$ cat src/rtl/alu_pkg.sv
// Shared ALU definitions for the carry-lookahead adder/subtractor.
//   alu_op_e      : operation encodings driven on the op port
//   params_legal  : WIDTH/GROUP legality check used at elaboration
//   group_pg_gg   : group propagate/generate of one lookahead group
package alu_pkg;

   typedef enum logic [1:0] {
      OP_ADD = 2'b00,
      OP_SUB = 2'b01,
      OP_ADC = 2'b10,
      OP_SBC = 2'b11
   } alu_op_e;

   localparam int MIN_WIDTH = 4;
   localparam int MAX_GROUP = 8;

   function automatic bit params_legal(input int width, input int group);
      return ((group == 2) || (group == 4) || (group == 8)) &&
             (width >= MIN_WIDTH) && ((width % group) == 0);
   endfunction

   // Returns {PG, GG} over the low n bits of p/g. Upper bits are ignored so
   // narrower groups are passed zero-extended.
   function automatic logic [1:0] group_pg_gg(input logic [MAX_GROUP-1:0] p,
                                              input logic [MAX_GROUP-1:0] g,
                                              input int n);
      logic pg;
      logic gg;
      pg = 1'b1;
      gg = 1'b0;
      for (int i = 0; i < MAX_GROUP; i++) begin
         if (i < n) begin
            gg = g[i] | (p[i] & gg);
            pg = pg & p[i];
         end
      end
      return {pg, gg};
   endfunction

endpackage

$ cat src/rtl/cla_addsub_pipe_if.sv
// Operand/result bus of cla_addsub_pipe.
//   in_valid/in_ready   : operand handshake (op, a, b, cin)
//   out_valid/out_ready : result handshake (sum, cout, ovf, zero, neg)
//   master : operand producer / result consumer
//   slave  : the adder/subtractor
interface cla_addsub_pipe_if
   import alu_pkg::*;
#(
   parameter int WIDTH = 16
) ();

   logic             in_valid;
   logic             in_ready;
   alu_op_e          op;
   logic [WIDTH-1:0] a;
   logic [WIDTH-1:0] b;
   logic             cin;
   logic             out_valid;
   logic             out_ready;
   logic [WIDTH-1:0] sum;
   logic             cout;
   logic             ovf;
   logic             zero;
   logic             neg;

   modport master (
      output in_valid, op, a, b, cin, out_ready,
      input  in_ready, out_valid, sum, cout, ovf, zero, neg
   );

   modport slave (
      input  in_valid, op, a, b, cin, out_ready,
      output in_ready, out_valid, sum, cout, ovf, zero, neg
   );

endinterface

$ cat src/rtl/cla_group.sv
// One GROUP-bit carry-lookahead block.
//   p, g : per-bit propagate/generate
//   ci   : carry into bit 0 of the group
//   sum  : p ^ bit carry
//   pg   : group propagate (AND of p)
//   gg   : group generate
module cla_group
   import alu_pkg::*;
#(
   parameter int GROUP = 4
) (
   input  logic [GROUP-1:0] p,
   input  logic [GROUP-1:0] g,
   input  logic             ci,
   output logic [GROUP-1:0] sum,
   output logic             pg,
   output logic             gg
);

   logic [GROUP-1:0] carry;

   // Every bit carry is a flat sum of products from ci and the lower g/p
   // bits, so no carry ripples through another bit of the group.
   always_comb begin
      logic acc;
      logic term;
      carry = '0;
      acc   = 1'b0;
      term  = 1'b0;
      for (int j = 0; j < GROUP; j++) begin
         term = ci;
         for (int k = 0; k < j; k++) begin
            term = term & p[k];
         end
         acc = term;
         for (int i = 0; i < j; i++) begin
            term = g[i];
            for (int k = i + 1; k < j; k++) begin
               term = term & p[k];
            end
            acc = acc | term;
         end
         carry[j] = acc;
      end
   end

   assign sum = p ^ carry;
   assign {pg, gg} = group_pg_gg(MAX_GROUP'(p), MAX_GROUP'(g), GROUP);

endmodule

$ cat src/rtl/cla_addsub_pipe.sv
// Two-stage pipelined carry-lookahead adder/subtractor with ALU flags.
//   clk   : rising-edge clock
//   rst_n : asynchronous active-low reset
//   bus   : operand/result handshake (slave side), see cla_addsub_pipe_if
// Operations: ADD a+b, SUB a-b, ADC a+b+cin, SBC a+~b+cin. cout is the carry
// out of the MSB (1 = no borrow for SUB/SBC), ovf is signed overflow.
// The pipeline advances only when the output register is empty or being
// drained; otherwise every stage holds.
module cla_addsub_pipe
   import alu_pkg::*;
#(
   parameter int WIDTH = 16,
   parameter int GROUP = 4
) (
   input logic              clk,
   input logic              rst_n,
   cla_addsub_pipe_if.slave bus
);

   localparam int NG = WIDTH / GROUP;

   if (!params_legal(WIDTH, GROUP)) begin : g_param_check
      $error("cla_addsub_pipe: WIDTH must be a multiple of GROUP and >= 4; GROUP must be 2, 4 or 8");
   end

   logic             en;

   logic [WIDTH-1:0] bx_c;
   logic             c0_c;
   logic [WIDTH-1:0] p_c;
   logic [WIDTH-1:0] g_c;
   logic [NG-1:0]    pg_c;
   logic [NG-1:0]    gg_c;

   logic             vld_p1;
   logic [WIDTH-1:0] p_p1;
   logic [WIDTH-1:0] g_p1;
   logic             c0_p1;
   logic [NG-1:0]    pg_p1;
   logic [NG-1:0]    gg_p1;

   logic [NG:0]      c_grp;
   logic [WIDTH-1:0] sum_c;
   logic             cmsb_c;
   // Each cla_group also reports its own PG/GG; the carry chain uses the
   // registered copies so it starts directly from flops.
   logic [NG-1:0]    unused_grp_pg;
   logic [NG-1:0]    unused_grp_gg;

   logic             vld_p2;
   logic [WIDTH-1:0] sum_p2;
   logic             cout_p2;
   logic             ovf_p2;
   logic             zero_p2;
   logic             neg_p2;

   assign en           = !vld_p2 || bus.out_ready;
   assign bus.in_ready = en;

   // ---- Operand prep (combinational, ahead of stage 1) ----
   always_comb begin
      bx_c = bus.b;
      c0_c = 1'b0;
      case (bus.op)
         OP_ADD: begin bx_c = bus.b;  c0_c = 1'b0;    end
         OP_SUB: begin bx_c = ~bus.b; c0_c = 1'b1;    end
         OP_ADC: begin bx_c = bus.b;  c0_c = bus.cin; end
         OP_SBC: begin bx_c = ~bus.b; c0_c = bus.cin; end
      endcase
   end

   assign p_c = bus.a ^ bx_c;
   assign g_c = bus.a & bx_c;

   for (genvar k = 0; k < NG; k++) begin : g_s1_grp
      assign {pg_c[k], gg_c[k]} = group_pg_gg(MAX_GROUP'(p_c[k*GROUP +: GROUP]),
                                              MAX_GROUP'(g_c[k*GROUP +: GROUP]),
                                              GROUP);
   end

   // ---- Stage 1 register: per-bit and per-group propagate/generate ----
   always_ff @(posedge clk or negedge rst_n) begin
      if (!rst_n) begin
         vld_p1 <= 1'b0;
      end else if (en) begin
         vld_p1 <= bus.in_valid;
      end
   end

   always_ff @(posedge clk) begin
      if (en && bus.in_valid) begin
         p_p1  <= p_c;
         g_p1  <= g_c;
         c0_p1 <= c0_c;
         pg_p1 <= pg_c;
         gg_p1 <= gg_c;
      end
   end

   // ---- Stage 2 logic: group carry chain and in-group sums ----
   always_comb begin
      c_grp    = '0;
      c_grp[0] = c0_p1;
      for (int k = 0; k < NG; k++) begin
         c_grp[k+1] = gg_p1[k] | (pg_p1[k] & c_grp[k]);
      end
   end

   for (genvar k = 0; k < NG; k++) begin : g_s2_grp
      cla_group #(
         .GROUP(GROUP)
      ) u_grp (
         .p   (p_p1[k*GROUP +: GROUP]),
         .g   (g_p1[k*GROUP +: GROUP]),
         .ci  (c_grp[k]),
         .sum (sum_c[k*GROUP +: GROUP]),
         .pg  (unused_grp_pg[k]),
         .gg  (unused_grp_gg[k])
      );
   end

   // Carry into the MSB recovered from its sum bit: sum = p ^ carry.
   assign cmsb_c = p_p1[WIDTH-1] ^ sum_c[WIDTH-1];

   // ---- Stage 2 register: result and flags ----
   // Only loaded by a valid op, so outputs hold their last value otherwise.
   always_ff @(posedge clk or negedge rst_n) begin
      if (!rst_n) begin
         vld_p2  <= 1'b0;
         sum_p2  <= '0;
         cout_p2 <= 1'b0;
         ovf_p2  <= 1'b0;
         zero_p2 <= 1'b0;
         neg_p2  <= 1'b0;
      end else if (en) begin
         vld_p2 <= vld_p1;
         if (vld_p1) begin
            sum_p2  <= sum_c;
            cout_p2 <= c_grp[NG];
            ovf_p2  <= cmsb_c ^ c_grp[NG];
            zero_p2 <= (sum_c == '0);
            neg_p2  <= sum_c[WIDTH-1];
         end
      end
   end

   assign bus.out_valid = vld_p2;
   assign bus.sum       = sum_p2;
   assign bus.cout      = cout_p2;
   assign bus.ovf       = ovf_p2;
   assign bus.zero      = zero_p2;
   assign bus.neg       = neg_p2;

endmodule

$ cat src/flat_wrapper.sv
// flat-port wrapper written by rule: the top's interface ports become plain ports
module cla_addsub_pipe_flat import alu_pkg::*;
#(
   parameter int WIDTH = 16,
   parameter int GROUP = 4
)
  (clk, rst_n, bus_in_valid, bus_op, bus_a, bus_b, bus_cin, bus_out_ready, bus_in_ready, bus_out_valid, bus_sum, bus_cout, bus_ovf, bus_zero, bus_neg);
  cla_addsub_pipe_if #(.WIDTH(WIDTH)) bus_i ();
  input logic clk;
  input logic rst_n;
  input wire logic [$bits(bus_i.in_valid)-1:0] bus_in_valid;
  input wire logic [$bits(bus_i.op)-1:0] bus_op;
  input wire logic [$bits(bus_i.a)-1:0] bus_a;
  input wire logic [$bits(bus_i.b)-1:0] bus_b;
  input wire logic [$bits(bus_i.cin)-1:0] bus_cin;
  input wire logic [$bits(bus_i.out_ready)-1:0] bus_out_ready;
  output wire logic [$bits(bus_i.in_ready)-1:0] bus_in_ready;
  output wire logic [$bits(bus_i.out_valid)-1:0] bus_out_valid;
  output wire logic [$bits(bus_i.sum)-1:0] bus_sum;
  output wire logic [$bits(bus_i.cout)-1:0] bus_cout;
  output wire logic [$bits(bus_i.ovf)-1:0] bus_ovf;
  output wire logic [$bits(bus_i.zero)-1:0] bus_zero;
  output wire logic [$bits(bus_i.neg)-1:0] bus_neg;
  assign bus_i.in_valid = bus_in_valid;
  assign bus_i.op = bus_op;
  assign bus_i.a = bus_a;
  assign bus_i.b = bus_b;
  assign bus_i.cin = bus_cin;
  assign bus_i.out_ready = bus_out_ready;
  assign bus_in_ready = bus_i.in_ready;
  assign bus_out_valid = bus_i.out_valid;
  assign bus_sum = bus_i.sum;
  assign bus_cout = bus_i.cout;
  assign bus_ovf = bus_i.ovf;
  assign bus_zero = bus_i.zero;
  assign bus_neg = bus_i.neg;
  cla_addsub_pipe #(.WIDTH(WIDTH), .GROUP(GROUP)) u_core (.clk(clk), .rst_n(rst_n), .bus(bus_i));
endmodule
$ cat config.mk
export PLATFORM = sky130hd
export DESIGN_NAME = cla_addsub_pipe_flat
export DESIGN_NICKNAME = d
export VERILOG_FILES = /design/src/rtl/alu_pkg.sv /design/src/rtl/cla_addsub_pipe_if.sv /design/src/rtl/cla_group.sv /design/src/rtl/cla_addsub_pipe.sv /design/src/flat_wrapper.sv
export SDC_FILE = /design/constraint.sdc
export NUM_CORES = 1
export LEC_CHECK = 0
export ABC_AREA = 1
export CAP_MARGIN = 15
export CORE_ASPECT_RATIO = 1.25
export CORE_MARGIN = 2
export CORE_UTILIZATION = 46
export DETAILED_ROUTE_END_ITERATION = 7
export GPL_ROUTABILITY_DRIVEN = 0
export HOLD_SLACK_MARGIN = 0.03
export PLACE_DENSITY = 0.8
export REMOVE_ABC_BUFFERS = 1
export SYNTH_ARGS = -nofsm -noshare
export SYNTH_HDL_FRONTEND = slang
export SYNTH_SLANG_ARGS = --single-unit
$ cat constraint.sdc
create_clock -name clk -period 1.85 [get_ports clk]
set_input_delay 0.2775 -clock clk [delete_from_list [all_inputs] [get_ports clk]]
set_output_delay 0.2775 -clock clk [all_outputs]
set_load 0.03 [all_outputs]
==> metrics.md, run 1 <==
| Metric | Value |
|---|---|
| Status | `finished clean` |
| Post-synthesis cell type count | `27` |
| Crit-path max cell delay | `roughly 0.40 ns` |
| CTS tree | `built` |
| Grt peak-use layer | `met2` |
| Die height | `a little over 90 µm` |
| Total net switching power | `between 1 and 1.5 mW` |
| Synth top area share | `38.0%` |
| Cts hold-fix bufs | `0` |
| Met3 GRT Util | `under 10%` |
| Final hold vios | `0` |
| Tcrit/Tclk final | `a little over nine tenths` |
| DRC | `0` |
| CP Max Fanout | `3` |
| EDFF count, synth | `37` |
| Area contributors post-synth | `edfxtp_1, dfrtp_1, nand2_1` |
| Worst hold margin | `between 0.2 and 0.3 ns` |
| Met1 GRT Util | `a little under a fifth` |
| Worst slack, placed | `-0.364 ns` |
| Worst reg2reg path depth | `14` |
| Drt initial violations | `88` |
| Number of buffers created by CTS | `9` |
| Required @ worst endpoint | `around 2.1 ns` |
| Setup CP Type | `flip-flop to flip-flop` |
| Worst path slowest cell | `edfxtp_1` |
| Router iterations before antenna repair | `4` |
| First-pass GRT wire length | `roughly 9.5 mm` |
| Ys flop type | `edfxtp_1` |
| Grt ovf | `0` |
| Logic pwr share | `32.1%` |
| CP arrival | `between 2 and 2.5 ns` |
| Worst Max-Slew Pin Slew | `around 0.32 ns` |
| FMAX | `about 550 MHz` |
| DP Area | `approximately 3800 µm²` |
| Final WS setup | `~0.028 ns` |
| RSZ-0062 raised after global routing | `true` |
| CTS H-tree lvls | `3` |
| Final ANT Viol Nets | `0` |
| Slew HR | `about four fifths` |
| Min-Delay Path Class | `input port to asynchronous set/reset pin` |
| Final design area excluding fillers | `about 4200 µm²` |
| Vias per cell | `4.96` |
| Reg2reg end | `u_core.bus.zero$_DFFE_PN0P_` |
| Final setup vio count | `0` |
| CP endpoint kind | `flip-flop` |
| # rows | `32` |
| Clock root cell | `clkbuf_8` |
| Sw Share | `31.1%` |
| Post-Syn Area | `~2900 µm²` |
| Post-route setup TNS | `0 ns` |
| Mapped Cells | `between 200 and 300` |
| Commonest non-fill, non-tap cell in the layout | `nand2_1` |
| Power per cell area | `around 1100 nW/µm²` |
| Clk Latency, worst-skew pair | `0.33 ns` |
| R2R Setup Slk | `approximately 0.028 ns` |
| Register share of total power | `between 40 and 50%` |
| Vias in the first global route | `~2300` |
| Avg Cell Area, Syn | `approximately 10 µm²` |
| Reg-to-Reg Start | `u_core.c0_p1$_DFFE_PP_` |
| Clock group share of total power | `between 20% and 30%` |
| Synth warn | `0` |
| Worst-path cell chain | `a21o_1 > nand2_1 > nand2_2 > buf_4 > ha_4 > nand2_4 > nand3_2 > nand2_1 > nand3_1 > nand2_2 > nand2_1 > nor2_1 > nand2_1 > nand2_1` |
| Inserted Diodes | `0` |
| Nets | `440` |
| Initial antenna violation count | `0` |
| DP HPWL | `4.34 mm` |
| Async set-reset flop share out of synthesis | `36.2%` |
| Most frequent CP cell | `nand2_1` |
| Area grow syn2layout | `42.4%` |
| CP Launch Type | `flip-flop` |
| Leak pwr | `approximately 1.9 nW` |
| Clock Path Buffers | `2` |
| #FFs+latches synth | `58` |
| Via count | `2336` |
| Most frequent cells in the layout | `nand2_1, clkdlybuf4s50_1, edfxtp_1` |
| Register area share after synthesis | `56.0%` |
| Largest area contributor in the netlist | `edfxtp_1` |
| Final Skew | `0.00812 ns` |
| Slew Limit Fails | `0` |
| Overall routing resource usage | `between 15 and 20%` |
| Fin util | `around two thirds` |
| Num ports | `between 60 and 70` |
| Die Area | `7010 µm²` |
| Max Cap Viol | `0` |
| Port bufs | `60` |
| Largest net degree at the start of global routing | `38` |
| Total core area | `approximately 6200 µm²` |
| Internal | `around 3 mW` |
| Reg clk slew, reported paths | `0.07 ns` |
| Share of cells above drive strength 1 | `19.2%` |
| WL/cell | `roughly 13 µm` |
| Met2 usage | `~34%` |
| Fin crit period | `1.82 ns` |
| Initial cell density of the core | `between 40% and 50%` |
| Die W | `between 70 and 80 µm` |
| Peak supply drop | `about 0.64 mV` |
| Clk sinks | `58` |
| Routed wire length | `6.06 mm` |
-- cells in the mapped netlist, types with 2 or more instances --
| master | count |
|---|---|
| nand3_1 | 21 |
| a21oi_1 | 9 |
| or2_2 | 4 |
| xor2_1 | 16 |
| inv_2 | 2 |
| buf_4 | 2 |
| ha_1 | 20 |
| nor2_1 | 20 |
| nor3_1 | 4 |
| nand4_1 | 6 |
| nand2_1 | 69 |
| dfrtp_1 | 21 |
| edfxtp_1 | 37 |
| a31oi_1 | 4 |
| buf_2 | 3 |
| inv_1 | 28 |
| o21a_1 | 2 |
| o21ai_0 | 8 |
| nand2_2 | 3 |
-- logic make-up (layout without fill, tap and decap cells) --
kind of cell | count (synthesis) | after routing | synth area share [%]
AND/OR/NAND/NOR | 132 | 132 | 20.4
adder cells (fa/ha/maj) | 20 | 20 | 8.57
XOR/XNOR | 16 | 16 | 4.80
multiplexers | 1 | 1 | 0.386
buffers and inverters | 36 | 135 | 5.27
flip-flops | 58 | 58 | 56.0
AO/OA/AOI/OAI | 24 | 24 | 4.54
-- cell type report --
cell class | count | area, µm²
Clock buffer | 11 | 131
Clock inverter | 5 | 78.8
Fill cell | 462 | 2010
Inverter | 30 | 113
Multi-Input combinational cell | 193 | 1230
Sequential cell | 58 | 1640
Tap cell | 85 | 106
Timing Repair Buffer | 89 | 865
-- power groups by stage --
stage | logic (mW) | clock network [mW] | registers [mW]
2_1_floorplan | 0.452 | 0 | 2.03
3_3_place_gp | 1.29 | 0 | 1.76
3_5_place_dp | 1.33 | 0 | 1.78
4_1_cts | 1.35 | 1.24 | 1.75
5_1_grt | 1.54 | 1.29 | 1.78
6_report | 1.41 | 1.22 | 1.76
-- sequential cells by signal, indices dropped and copies added, names as in the netlist --
register / count
u_core.bus.cout: 1
u_core.bus.neg: 1
u_core.bus.out_valid: 1
u_core.bus.ovf: 1
u_core.bus.sum: 15
u_core.bus.zero: 1
u_core.c0_p1: 1
u_core.g_p1: 12
u_core.gg_p1: 4
u_core.p_p1: 16
u_core.pg_p1: 4
u_core.vld_p1: 1
-- stage by stage --
step                      cells  power (mW)
final                       471        4.38
after global routing        471        4.61
after CTS                   467        4.35
after detailed placement    447        3.10
after global placement      447        3.05
after floorplan             281        2.48
-- worst max-delay path, delay by kind of cell, from the launching register on --
family / cells / cell delay (ns)
fa+ha+maj: 1 / 0.17
flops: 1 / 0.40
compound gates: 1 / 0.22
simple gates: 11 / 0.84
buf+inv: 1 / 0.14
-- worst max path at each step --
| stage | end | depth (start not counted) | start |
|---|---|---|---|
| 2_1_floorplan | u_core.c0_p1$_DFFE_PP_ | 5 | u_core.bus.out_valid$_DFFE_PN0N_ |
| 3_3_place_gp | u_core.gg_p1[0]$_DFFE_PP_ | 7 | bus_op[0] |
| 3_5_place_dp | u_core.gg_p1[0]$_DFFE_PP_ | 7 | bus_op[0] |
| 4_1_cts | u_core.bus.zero$_DFFE_PN0P_ | 15 | u_core.c0_p1$_DFFE_PP_ |
| 5_1_grt | u_core.bus.zero$_DFFE_PN0P_ | 15 | u_core.c0_p1$_DFFE_PP_ |
| 6_report | u_core.bus.zero$_DFFE_PN0P_ | 14 | u_core.c0_p1$_DFFE_PP_ |
-- what timing repair did --
action                                  4_1_cts  5_1_grt
setup buffers                                 4        3
gates resized for setup                       6       19
endpoints found under the setup margin        5        6
cloned                                        0        1
pin swaps                                     1       15
-- metal layers --
metal	up-vias	share of wire, %
met3	9	4.6
met2	75	56
met4	0	1.4
met1	1096	38
li1	1156	-
met5	-	0
Note: power is estimated with default switching activity, not from simulation.
==> run 2: changes to the inputs <==
SKIP_CTS_REPAIR_TIMING = 1   (was not set)
==> run 2 against run 1 <==
  * Power is 0.12% higher
  * Clock-buffer cell count stayed put
  * Routed wire length is 3.1% higher
==> metrics.md, run 2 (synthesis gave the netlist of run 1 again) <==
| Metric | Value |
|---|---|
| Status | `finished clean` |
| Drt initial violations | `roughly 90` |
| Die height | `93.1 µm` |
| Reg2reg end | `u_core.bus.zero$_DFFE_PN0P_` |
| CP endpoint kind | `flip-flop` |
| Initial cell density of the core | `47.4%` |
| DP HPWL | `approximately 4.3 mm` |
| Worst Max-Slew Pin Slew | `0.316 ns` |
| First-pass GRT wire length | `9.42 mm` |
| Fin crit period | `around 1.8 ns` |
| CP Launch Type | `flip-flop` |
| Worst slack, placed | `-0.364 ns` |
| CP top delay family | `simple AND/OR/NAND/NOR gates` |
| Number of buffers created by CTS | `9` |
| Crit path from | `u_core.c0_p1$_DFFE_PP_` |
| Port bufs | `60` |
| Inserted Diodes | `0` |
| Commonest non-fill, non-tap cell in the layout | `nand2_1` |
| Total power | `around 4.4 mW` |
| Met2 usage | `roughly 33%` |
| Final design area excluding fillers | `4170 µm²` |
| Clock Path Buffers | `2` |
| DP Area | `approximately 3800 µm²` |
| # rows | `32` |
| FMAX | `~550 MHz` |
| Clk Latency, worst-skew pair | `roughly 0.33 ns` |
| Slew Limit Fails | `0` |
| Largest net degree at the start of global routing | `38` |
| CP Max Fanout | `3` |
| Overall routing resource usage | `18.2%` |
| Min-Delay Path Class | `input port to asynchronous set/reset pin` |
| DRC | `0` |
| Final hold vios | `0` |
| Reg-to-Reg Start | `u_core.c0_p1$_DFFE_PP_` |
| Vias per cell | `roughly 4.9` |
| Max Cap Viol | `0` |
| Worst path slowest cell | `edfxtp_1` |
| Setup CP Type | `flip-flop to flip-flop` |
| Routed wire length | `6.24 mm` |
| FILL cells | `around 470` |
| Final ANT Viol Nets | `0` |
| Total core area | `6170 µm²` |
| Most frequent cells in the layout | `nand2_1, clkdlybuf4s50_1, edfxtp_1` |
| Crit path to | `u_core.bus.zero$_DFFE_PN0P_` |
| Die W | `approximately 75 µm` |
| R2R Setup Slk | `0.02 ns` |
| Initial antenna violation count | `0` |
| Critical path depth | `15` |
| Buffers and inverters on the worst path | `0` |
| CTS tree | `built` |
| Tcrit/Tclk final | `98.9%` |
| Most frequent CP cell | `nand2_1` |
| Power per cell area | `between 1000 and 1500 nW/µm²` |
| CTS H-tree lvls | `3` |
| Clock root cell | `clkbuf_8` |
| Required @ worst endpoint | `2.12 ns` |
| Post-route setup TNS | `0 ns` |
| Final Skew | `0.00685 ns` |
| Worst reg2reg path depth | `15` |
| Router iterations before antenna repair | `4` |
| Via count | `approximately 2400` |
| Leak pwr | `1.89 nW` |
| Largest reg by FF count | `u_core.p_p1` |
| Met3 GRT Util | `under 10%` |
| Slew HR | `about four fifths` |
| CP arrival | `2.10 ns` |
| Share of cells above drive strength 1 | `a little under a fifth` |
| Worst-path cell chain | `a21o_1 > nand2_1 > nand2_2 > nand2_2 > nand2_2 > ha_4 > nand2_4 > nand3_4 > nand2_2 > nand2_1 > nor2_1 > nand2_1 > nor2_1 > nand2_1 > nand2_1` |
| Reg clk slew, reported paths | `approximately 0.07 ns` |
| Grt ovf | `0` |
| Vias in the first global route | `approximately 2200` |
| RSZ-0062 raised after global routing | `true` |
| Grt peak-use layer | `met2` |
| Clk sinks | `58` |
| Met1 GRT Util | `a little under a fifth` |
| Final WS setup | `0.0211 ns` |
| WL/cell | `13.1 µm` |
| Nets | `roughly 450` |
| Peak supply drop | `0.720 mV` |
| Area grow syn2layout | `42.9%` |
| Crit-path max cell delay | `0.40 ns` |
| Num ports | `61` |
| Worst hold margin | `0.286 ns` |
| Max reg flops | `16` |
| Final setup vio count | `0` |
| Die Area | `approximately 7000 µm²` |
## run 2: cell types whose count changed in the layout (fill, tap and decap cells not counted)
cell     before  now
a21oi_1       6    7
a21oi_2       3    2
buf_4        26   32
nand2_1      60   62
nand2_4       3    1
nor3_1        3    4
nor3_2        1    0
xor2_1       15   16
xor2_2        1    0
## run 2: worst min path at each step
stage | from | endpoint | slack [ns] | cells after the start
after global routing | rst_n | u_core.bus.sum[5]$_DFFE_PN0P_ | 0.31 | 2
final | rst_n | u_core.bus.sum[5]$_DFFE_PN0P_ | 0.29 | 2
after detailed placement | u_core.bus.sum[1]$_DFFE_PN0P_ | u_core.bus.sum[1]$_DFFE_PN0P_ | 0.47 | 2
after global placement | u_core.bus.sum[5]$_DFFE_PN0P_ | u_core.bus.sum[5]$_DFFE_PN0P_ | 0.46 | 2
after floorplan | rst_n | u_core.bus.cout$_DFFE_PN0P_ | -0.02 | 0
after CTS | rst_n | u_core.bus.sum[5]$_DFFE_PN0P_ | 0.28 | 2
## run 2: layout make-up
| type | count | area (µm²) | area share (%) |
|---|---|---|---|
| clock buffer | 11 | 131 | 3.15 |
| inverter | 30 | 113 | 2.70 |
| timing repair buffer | 95 | 910 | 21.8 |
| sequential | 58 | 1640 | 39.2 |
| clock inverter | 5 | 78.8 | 1.89 |
| multi-input combinational | 193 | 1200 | 28.7 |
| tap | 85 | 106 | 2.55 |
## run 2: routing by layer
metal | vias to the layer above | routed length [µm]
li1 | 1164 | -
met1 | 1121 | 2430
met2 | 54 | 3470
met3 | 13 | 212
met4 | 0 | 132
met5 | - | 0
## run 2: through the flow
stage	util (%)	cells
global placement	61.1	447
detailed placement	61.1	447
CTS	64.5	463
finish	67.7	477
floorplan	-	281
global route	67.7	477
## run 2: power breakdown
part | switching [mW] | internal, mW
Sequential | 0.129 | 1.63
Combinational | 0.766 | 0.639
Clock | 0.474 | 0.754
Total | 1.37 | 3.02
## run 2: worst register-to-register path: stages (launching register included)
cell	delay (ns)
edfxtp_1	0.40
a21o_1	0.20
nand2_1	0.08
nand2_2	0.08
nand2_2	0.07
nand2_2	0.08
ha_4	0.17
nand2_4	0.08
nand3_4	0.08
nand2_2	0.08
nand2_1	0.07
nor2_1	0.09
nand2_1	0.06
nor2_1	0.11
nand2_1	0.06
nand2_1	0.05
